[src/rtl/iter_alu_exu_if.sv]
// ----------------------------------------------------------------------------
// iter_alu_exu_if : request/response channel bundle for iter_alu_exu
// Revision        : 1.0
// ----------------------------------------------------------------------------
`default_nettype none

interface iter_alu_exu_if #(
  parameter int XLEN   = 32,
  parameter int GPR_AW = 5
);
  logic              req_vld;
  logic              req_rdy;
  logic [3:0]        req_op;
  logic [GPR_AW-1:0] req_rs1;
  logic [GPR_AW-1:0] req_rs2;
  logic [XLEN-1:0]   req_imm;
  logic              req_use_imm;
  logic [GPR_AW-1:0] req_rd;

  logic              rsp_vld;
  logic              rsp_rdy;
  logic [GPR_AW-1:0] rsp_rd;
  logic [XLEN-1:0]   rsp_data;
  logic              rsp_err;

  modport master (
    output req_vld, req_op, req_rs1, req_rs2, req_imm, req_use_imm, req_rd, rsp_rdy,
    input  req_rdy, rsp_vld, rsp_rd, rsp_data, rsp_err
  );

  modport slave (
    input  req_vld, req_op, req_rs1, req_rs2, req_imm, req_use_imm, req_rd, rsp_rdy,
    output req_rdy, rsp_vld, rsp_rd, rsp_data, rsp_err
  );
endinterface

`default_nettype wire

[src/rtl/iter_alu_exu.sv]
// ----------------------------------------------------------------------------
// iter_alu_exu : ALU execute unit with private GPR file and iterative shifter
// Revision     : 1.0
// ----------------------------------------------------------------------------
`default_nettype none

module iter_alu_exu #(
  parameter int XLEN       = 32,
  parameter int GPR_AW     = 5,
  parameter int SHIFT_STEP = 1
) (
  input  logic              clk,
  input  logic              rst,
  iter_alu_exu_if.slave     bus,
  input  logic [GPR_AW-1:0] dbg_raddr,
  output logic [XLEN-1:0]   dbg_rdata
);

  localparam int NREG    = 2 ** GPR_AW;
  localparam int SHAMT_W = $clog2(XLEN);
  localparam int STEP_W  = $clog2(SHIFT_STEP + 1);

  localparam logic [3:0] OP_ADD  = 4'd0;
  localparam logic [3:0] OP_SUB  = 4'd1;
  localparam logic [3:0] OP_AND  = 4'd2;
  localparam logic [3:0] OP_OR   = 4'd3;
  localparam logic [3:0] OP_XOR  = 4'd4;
  localparam logic [3:0] OP_SLT  = 4'd5;
  localparam logic [3:0] OP_SLTU = 4'd6;
  localparam logic [3:0] OP_SLL  = 4'd7;
  localparam logic [3:0] OP_SRL  = 4'd8;
  localparam logic [3:0] OP_SRA  = 4'd9;

  localparam logic [1:0] SH_SLL = 2'd0;
  localparam logic [1:0] SH_SRL = 2'd1;
  localparam logic [1:0] SH_SRA = 2'd2;

  typedef enum logic [1:0] {
    S_IDLE  = 2'd0,
    S_SHIFT = 2'd1,
    S_RESP  = 2'd2
  } state_t;

  state_t             state;
  logic [XLEN-1:0]    gpr [NREG];
  logic [XLEN-1:0]    res_data;
  logic [GPR_AW-1:0]  res_rd;
  logic               res_err;
  logic [XLEN-1:0]    acc;
  logic [SHAMT_W-1:0] rem;
  logic [1:0]         sh_kind;

  logic               req_hsk;
  logic               rsp_hsk;
  logic               fwd1;
  logic               fwd2;
  logic [XLEN-1:0]    src1;
  logic [XLEN-1:0]    src2;
  logic [SHAMT_W-1:0] shamt;
  logic [XLEN-1:0]    alu_res;
  logic               alu_err;
  logic               is_shift;
  logic [1:0]         new_kind;
  logic [STEP_W-1:0]  step;
  logic [XLEN-1:0]    acc_nxt;
  logic [SHAMT_W-1:0] rem_nxt;

  assign bus.req_rdy  = (state == S_IDLE) | ((state == S_RESP) & bus.rsp_rdy);
  assign bus.rsp_vld  = (state == S_RESP);
  assign bus.rsp_rd   = res_rd;
  assign bus.rsp_data = res_data;
  assign bus.rsp_err  = res_err;

  assign req_hsk = bus.req_vld & bus.req_rdy;
  assign rsp_hsk = bus.rsp_vld & bus.rsp_rdy;

  assign dbg_rdata = (dbg_raddr == '0) ? '0 : gpr[dbg_raddr];

  // A request accepted in RESP sees the result retiring in the same cycle.
  assign fwd1 = (state == S_RESP) && (bus.req_rs1 == res_rd) && (res_rd != '0);
  assign fwd2 = (state == S_RESP) && (bus.req_rs2 == res_rd) && (res_rd != '0);

  always_comb begin
    src1 = '0;
    src2 = '0;
    if (fwd1) begin
      src1 = res_data;
    end else if (bus.req_rs1 != '0) begin
      src1 = gpr[bus.req_rs1];
    end
    if (bus.req_use_imm) begin
      src2 = bus.req_imm;
    end else if (fwd2) begin
      src2 = res_data;
    end else if (bus.req_rs2 != '0) begin
      src2 = gpr[bus.req_rs2];
    end
  end

  assign shamt = src2[SHAMT_W-1:0];

  always_comb begin
    alu_res  = '0;
    alu_err  = 1'b0;
    is_shift = 1'b0;
    new_kind = SH_SLL;
    case (bus.req_op)
      OP_ADD:  alu_res = src1 + src2;
      OP_SUB:  alu_res = src1 - src2;
      OP_AND:  alu_res = src1 & src2;
      OP_OR:   alu_res = src1 | src2;
      OP_XOR:  alu_res = src1 ^ src2;
      OP_SLT:  alu_res = {{(XLEN-1){1'b0}}, ($signed(src1) < $signed(src2))};
      OP_SLTU: alu_res = {{(XLEN-1){1'b0}}, (src1 < src2)};
      OP_SLL: begin
        is_shift = 1'b1;
        new_kind = SH_SLL;
      end
      OP_SRL: begin
        is_shift = 1'b1;
        new_kind = SH_SRL;
      end
      OP_SRA: begin
        is_shift = 1'b1;
        new_kind = SH_SRA;
      end
      default: alu_err = 1'b1;
    endcase
  end

  // Per-cycle shift distance is bounded by SHIFT_STEP, keeping the shifter narrow.
  always_comb begin
    step = '0;
    if (int'(rem) < SHIFT_STEP) begin
      step = STEP_W'(rem);
    end else begin
      step = STEP_W'(SHIFT_STEP);
    end
    case (sh_kind)
      SH_SLL:  acc_nxt = acc << step;
      SH_SRL:  acc_nxt = acc >> step;
      default: acc_nxt = $unsigned($signed(acc) >>> step);
    endcase
    rem_nxt = rem - SHAMT_W'(step);
  end

  always_ff @(posedge clk or posedge rst) begin
    if (rst) begin
      state    <= S_IDLE;
      res_data <= '0;
      res_rd   <= '0;
      res_err  <= 1'b0;
      acc      <= '0;
      rem      <= '0;
      sh_kind  <= SH_SLL;
      for (int i = 0; i < NREG; i++) begin
        gpr[i] <= '0;
      end
    end else begin
      if (rsp_hsk && !res_err && (res_rd != '0)) begin
        gpr[res_rd] <= res_data;
      end

      case (state)
        S_IDLE, S_RESP: begin
          if (req_hsk) begin
            res_rd <= bus.req_rd;
            if (alu_err) begin
              res_data <= '0;
              res_err  <= 1'b1;
              state    <= S_RESP;
            end else if (is_shift) begin
              res_err <= 1'b0;
              acc     <= src1;
              rem     <= shamt;
              sh_kind <= new_kind;
              if (shamt == '0) begin
                res_data <= src1;
                state    <= S_RESP;
              end else begin
                state <= S_SHIFT;
              end
            end else begin
              res_data <= alu_res;
              res_err  <= 1'b0;
              state    <= S_RESP;
            end
          end else if (rsp_hsk) begin
            state <= S_IDLE;
          end
        end

        S_SHIFT: begin
          acc <= acc_nxt;
          rem <= rem_nxt;
          if (rem_nxt == '0) begin
            res_data <= acc_nxt;
            state    <= S_RESP;
          end
        end

        default: state <= S_IDLE;
      endcase
    end
  end

endmodule

`default_nettype wire

[src/flat_wrapper.sv]
// flat-port wrapper written by rule: the top's interface ports become plain ports
module iter_alu_exu_flat 
#(
  parameter int XLEN       = 32,
  parameter int GPR_AW     = 5,
  parameter int SHIFT_STEP = 1
)
  (clk, rst, dbg_raddr, dbg_rdata, bus_req_vld, bus_req_op, bus_req_rs1, bus_req_rs2, bus_req_imm, bus_req_use_imm, bus_req_rd, bus_rsp_rdy, bus_req_rdy, bus_rsp_vld, bus_rsp_rd, bus_rsp_data, bus_rsp_err);
  iter_alu_exu_if #(.XLEN(XLEN), .GPR_AW(GPR_AW)) bus_i ();
  input  logic clk;
  input  logic rst;
  input  logic [GPR_AW-1:0] dbg_raddr;
  output logic [XLEN-1:0] dbg_rdata;
  input wire logic [$bits(bus_i.req_vld)-1:0] bus_req_vld;
  input wire logic [$bits(bus_i.req_op)-1:0] bus_req_op;
  input wire logic [$bits(bus_i.req_rs1)-1:0] bus_req_rs1;
  input wire logic [$bits(bus_i.req_rs2)-1:0] bus_req_rs2;
  input wire logic [$bits(bus_i.req_imm)-1:0] bus_req_imm;
  input wire logic [$bits(bus_i.req_use_imm)-1:0] bus_req_use_imm;
  input wire logic [$bits(bus_i.req_rd)-1:0] bus_req_rd;
  input wire logic [$bits(bus_i.rsp_rdy)-1:0] bus_rsp_rdy;
  output wire logic [$bits(bus_i.req_rdy)-1:0] bus_req_rdy;
  output wire logic [$bits(bus_i.rsp_vld)-1:0] bus_rsp_vld;
  output wire logic [$bits(bus_i.rsp_rd)-1:0] bus_rsp_rd;
  output wire logic [$bits(bus_i.rsp_data)-1:0] bus_rsp_data;
  output wire logic [$bits(bus_i.rsp_err)-1:0] bus_rsp_err;
  assign bus_i.req_vld = bus_req_vld;
  assign bus_i.req_op = bus_req_op;
  assign bus_i.req_rs1 = bus_req_rs1;
  assign bus_i.req_rs2 = bus_req_rs2;
  assign bus_i.req_imm = bus_req_imm;
  assign bus_i.req_use_imm = bus_req_use_imm;
  assign bus_i.req_rd = bus_req_rd;
  assign bus_i.rsp_rdy = bus_rsp_rdy;
  assign bus_req_rdy = bus_i.req_rdy;
  assign bus_rsp_vld = bus_i.rsp_vld;
  assign bus_rsp_rd = bus_i.rsp_rd;
  assign bus_rsp_data = bus_i.rsp_data;
  assign bus_rsp_err = bus_i.rsp_err;
  iter_alu_exu #(.XLEN(XLEN), .GPR_AW(GPR_AW), .SHIFT_STEP(SHIFT_STEP)) u_core (.clk(clk), .rst(rst), .bus(bus_i), .dbg_raddr(dbg_raddr), .dbg_rdata(dbg_rdata));
endmodule
[config.mk]
export PLATFORM = sky130hd
export DESIGN_NAME = iter_alu_exu_flat
export DESIGN_NICKNAME = d
export VERILOG_FILES = /design/src/rtl/iter_alu_exu_if.sv /design/src/rtl/iter_alu_exu.sv /design/src/flat_wrapper.sv
export SDC_FILE = /design/constraint.sdc
export NUM_CORES = 2
export LEC_CHECK = 0
export CAP_MARGIN = 20
export CORE_MARGIN = 5
export CORE_UTILIZATION = 40
export DETAILED_ROUTE_END_ITERATION = 8
export PLACE_DENSITY_LB_ADDON = 0.12
export SLEW_MARGIN = 5
export SYNTH_ARGS = -nofsm -noshare
export SYNTH_HDL_FRONTEND = slang
export SYNTH_SLANG_ARGS = --single-unit
[constraint.sdc]
create_clock -name clk -period 46.9 [get_ports clk]
set_input_delay 7.035 -clock clk [delete_from_list [all_inputs] [get_ports clk]]
set_output_delay 7.035 -clock clk [all_outputs]
set_load 0.02 [all_outputs]
==> impl_metrics.tcl <==
set metrics [dict create \
    yosysTopAreaCellShare_pct 38.2 \
    htreeDepth 4 \
    grt_max_degree 164 \
    relSlewSlack_pct 14.5 \
    synth_fp_nets 5642 \
    coreArea_um2 180000 \
    cp-startpoint "dbg_raddr[0]" \
    rows 156 \
    num-nets-final 5499 \
    clk_pin_slew_worst_paths_ns 0.06 \
    hp-class "reg -> reg" \
    path_cells "buf_8, buf_4, buf_4, mux4_2, mux4_2, mux2i_1, nor2_1, clkdlybuf4s50_1" \
    async_reset_ff_share_pct 100 \
    numCtsBuffers 133 \
    yosysWarnings 0 \
    syn_avg_cell_area_um2 13.2 \
    crit_type "in -> out" \
    drtAntennaViolNets 0 \
    finalSetupTns_ns 0 \
    drv_slew 0 \
    drcViolationCount 0 \
    drtIter0Drc 5701 \
    worst_r2r_path_depth 19 \
    grt.total_usage_pct 28.7 \
    fillCellCount 16333 \
    slowest_stage "buf_4" \
    drive_above_1_share_pct 42.3 \
    syn_to_final_growth_pct 11.3 \
    min_period_ns 18.79 \
    hold_depth 0 \
    yosys.area.top_type "dfrtp_1" \
    post-place-cells 7564 \
    postSynthCellCount 5477 \
    grt_overflow 0 \
    p_leak_nw 34.3 \
    syn_area_um2 72300 \
    r2r-start "u_core.bus.rsp_rd[2]$_DFFE_PP0P_" \
    cp-endpoint "dbg_rdata[29]" \
    die_h_um 435 \
    instances_no_fill 7803 \
    floorplan.initialDensity_pct 40.1 \
    yosys_most_used_dff "dfrtp_1" \
    synth_cell_types 78 \
    antenna_found_initial 12 \
    cts_tree "yes" \
    cts_hold_buf 0 \
    vdd_drop_max_mv 0.0411 \
    clk_path_buf_depth 3 \
    cts_resized 0 \
    final_cell_mix "dfrtp_1 (1103), mux2_2 (969), mux4_2 (853), nand2_1 (321), o21ai_0 (222)" \
    pin_count 133 \
    place_congestion 0.878 \
    final_area_um2 80500 \
    maxCapViolCount 0 \
    finalCoreUtilization_pct 44.7 \
    period_share_pct 40.1 \
    reg2reg_to "u_core.bus.rsp_data[25]$_DFFE_PP0P_" \
    clock_sinks 1103 \
    clockRootBuffer "clkbuf_16" \
    dpl.hpwl_um 166000 \
    port_buffers 132 \
    crit_path_end_kind "output pin" \
    final_common_cell "dfrtp_1" \
    rsz0062_at_grt "false" \
    max_freq_mhz 53.2 \
    finalHoldViolations 0 \
    pwr_density_cell_nw_per_um2 50.2 \
    cts_setup_buffers 0 \
    skew_ns 0.0324 \
    worst_slew_pin_slew_ns 1.27 \
    grt_pass1_vias 52306 \
    synth_edf_count 0 \
    synth_seq_cells 1103 \
    clk_latency_ns 0.79 \
    routed_via_density 6.69 \
    drt_first_pass_iters 5 \
    r2r_setup_slack_ns 39.61 \
    multi_input_area_um2 42300 \
    seq_area_um2 27600 \
    slowest_delay_ns 0.82 \
    outcome "finished, final reports clean" \
    cp_max_fo 67 \
    cp-start-kind "input pin" \
    vias 52234 \
    grt_pass1_wl_um 397000 \
    arrival_ns 11.76 \
    synth_seq_area_share_pct 38.2 \
    die-width_um 435 \
    dieArea_um2 189000 \
    yosys-top-cells-area "dfrtp_1 (38%), mux4_2 (27%), mux2_2 (15%)" \
    wl_um 276000 \
    setup_violations 0 \
    wl_per_cell_um 35.3 \
    place_area_um2 75900 \
    cp.required_ns 39.87 \
]
routing by layer:
metal	up-vias	part of all wire, %	global-route usage [%]
met4	2	3.8	9.95
met3	482	8.5	6.73
met1	28185	42	39.5
li1	21060	-	-
met2	2505	46	44.9
met5	-	0.0047	0
through the flow:
stage	total power [W]	hold slack [ns]	worst slack (ns)
2_1_floorplan	0.00243	0.458	8.81
3_3_place_gp	0.00292	0.397	28.08
4_1_cts	0.00403	0.416	28.02
3_5_place_dp	0.00294	0.403	28.01
6_report	0.00404	0.414	28.11
5_1_grt	0.00422	0.426	27.78
Yosys cell counts, drive strengths merged (7+ instances only):
cell / n
a211oi: 14
a21o: 10
a21oi: 168
a221o: 14
a221oi: 41
a22o: 7
a22oi: 35
a31oi: 34
and3: 11
and4: 7
buf: 138
clkbuf: 444
dfrtp: 1103
ha: 102
inv: 117
mux2: 969
mux2i: 194
mux4: 853
nand2: 326
nand2b: 18
nand3: 56
nand4: 9
nor2: 212
nor2b: 25
nor3: 33
nor4: 10
o211ai: 35
o21a: 12
o21ai: 226
o21bai: 11
o221ai: 45
o22ai: 35
o31ai: 16
or2: 15
xnor2: 20
power by group:
part           total (W)  internal (W)  leakage [nW]  switching, W
clock            0.00108      0.000650          2.20      0.000432
combinational    0.00146      0.000717          17.1      0.000747
sequential       0.00149       0.00121          15.0      0.000279
total            0.00404       0.00258          34.3       0.00146
cells by family after synthesis:
| kind of cell | share of synthesized area [%] |
|---|---|
| DFF | 38.2 |
| muxes | 44.3 |
| adders and majority gates | 1.82 |
| and+or+nand+nor | 4.61 |
| AOI/OAI and AO/OA | 6.96 |
| buffers and inverters | 3.85 |
| xor gates and xnor gates | 0.278 |
state kept, by name, indices dropped and copies added, names as in the netlist:
name,flops
u_core.gpr,1024
u_core.acc,32
u_core.bus.rsp_data,32
u_core.bus.rsp_rd,5
u_core.rem,5
u_core.sh_kind,2
u_core.state,2
u_core.bus.rsp_err,1
final cells by class:
cell class,instances,share of cell area (%)
antenna,5,0.0155
clock buffer,194,4.97
clock inverter,35,0.606
inverter,118,0.562
multi-input combinational,3674,52.5
sequential,1103,34.3
tap,2370,3.68
timing repair buffer,304,3.38
critical path, delay by kind of cell:
kind / cells / cell delay [ns]
buf+inv: 4 / 2.77
mux: 3 / 1.60
simple gates: 1 / 0.24
how the worst min path moves through the flow:
stage / start / endpoint / slack [ns]
2_1_floorplan: u_core.gpr[1002]$_DFFE_PP0P_ / u_core.gpr[1002]$_DFFE_PP0P_ / 0.46
3_3_place_gp: u_core.gpr[1005]$_DFFE_PP0P_ / u_core.gpr[1005]$_DFFE_PP0P_ / 0.40
3_5_place_dp: u_core.gpr[1011]$_DFFE_PP0P_ / u_core.gpr[1011]$_DFFE_PP0P_ / 0.40
4_1_cts: u_core.gpr[994]$_DFFE_PP0P_ / u_core.gpr[994]$_DFFE_PP0P_ / 0.42
5_1_grt: u_core.gpr[1002]$_DFFE_PP0P_ / u_core.gpr[1002]$_DFFE_PP0P_ / 0.43
6_report: u_core.gpr[1012]$_DFFE_PP0P_ / u_core.gpr[1012]$_DFFE_PP0P_ / 0.41
Note: power is estimated with default switching activity, not from simulation.
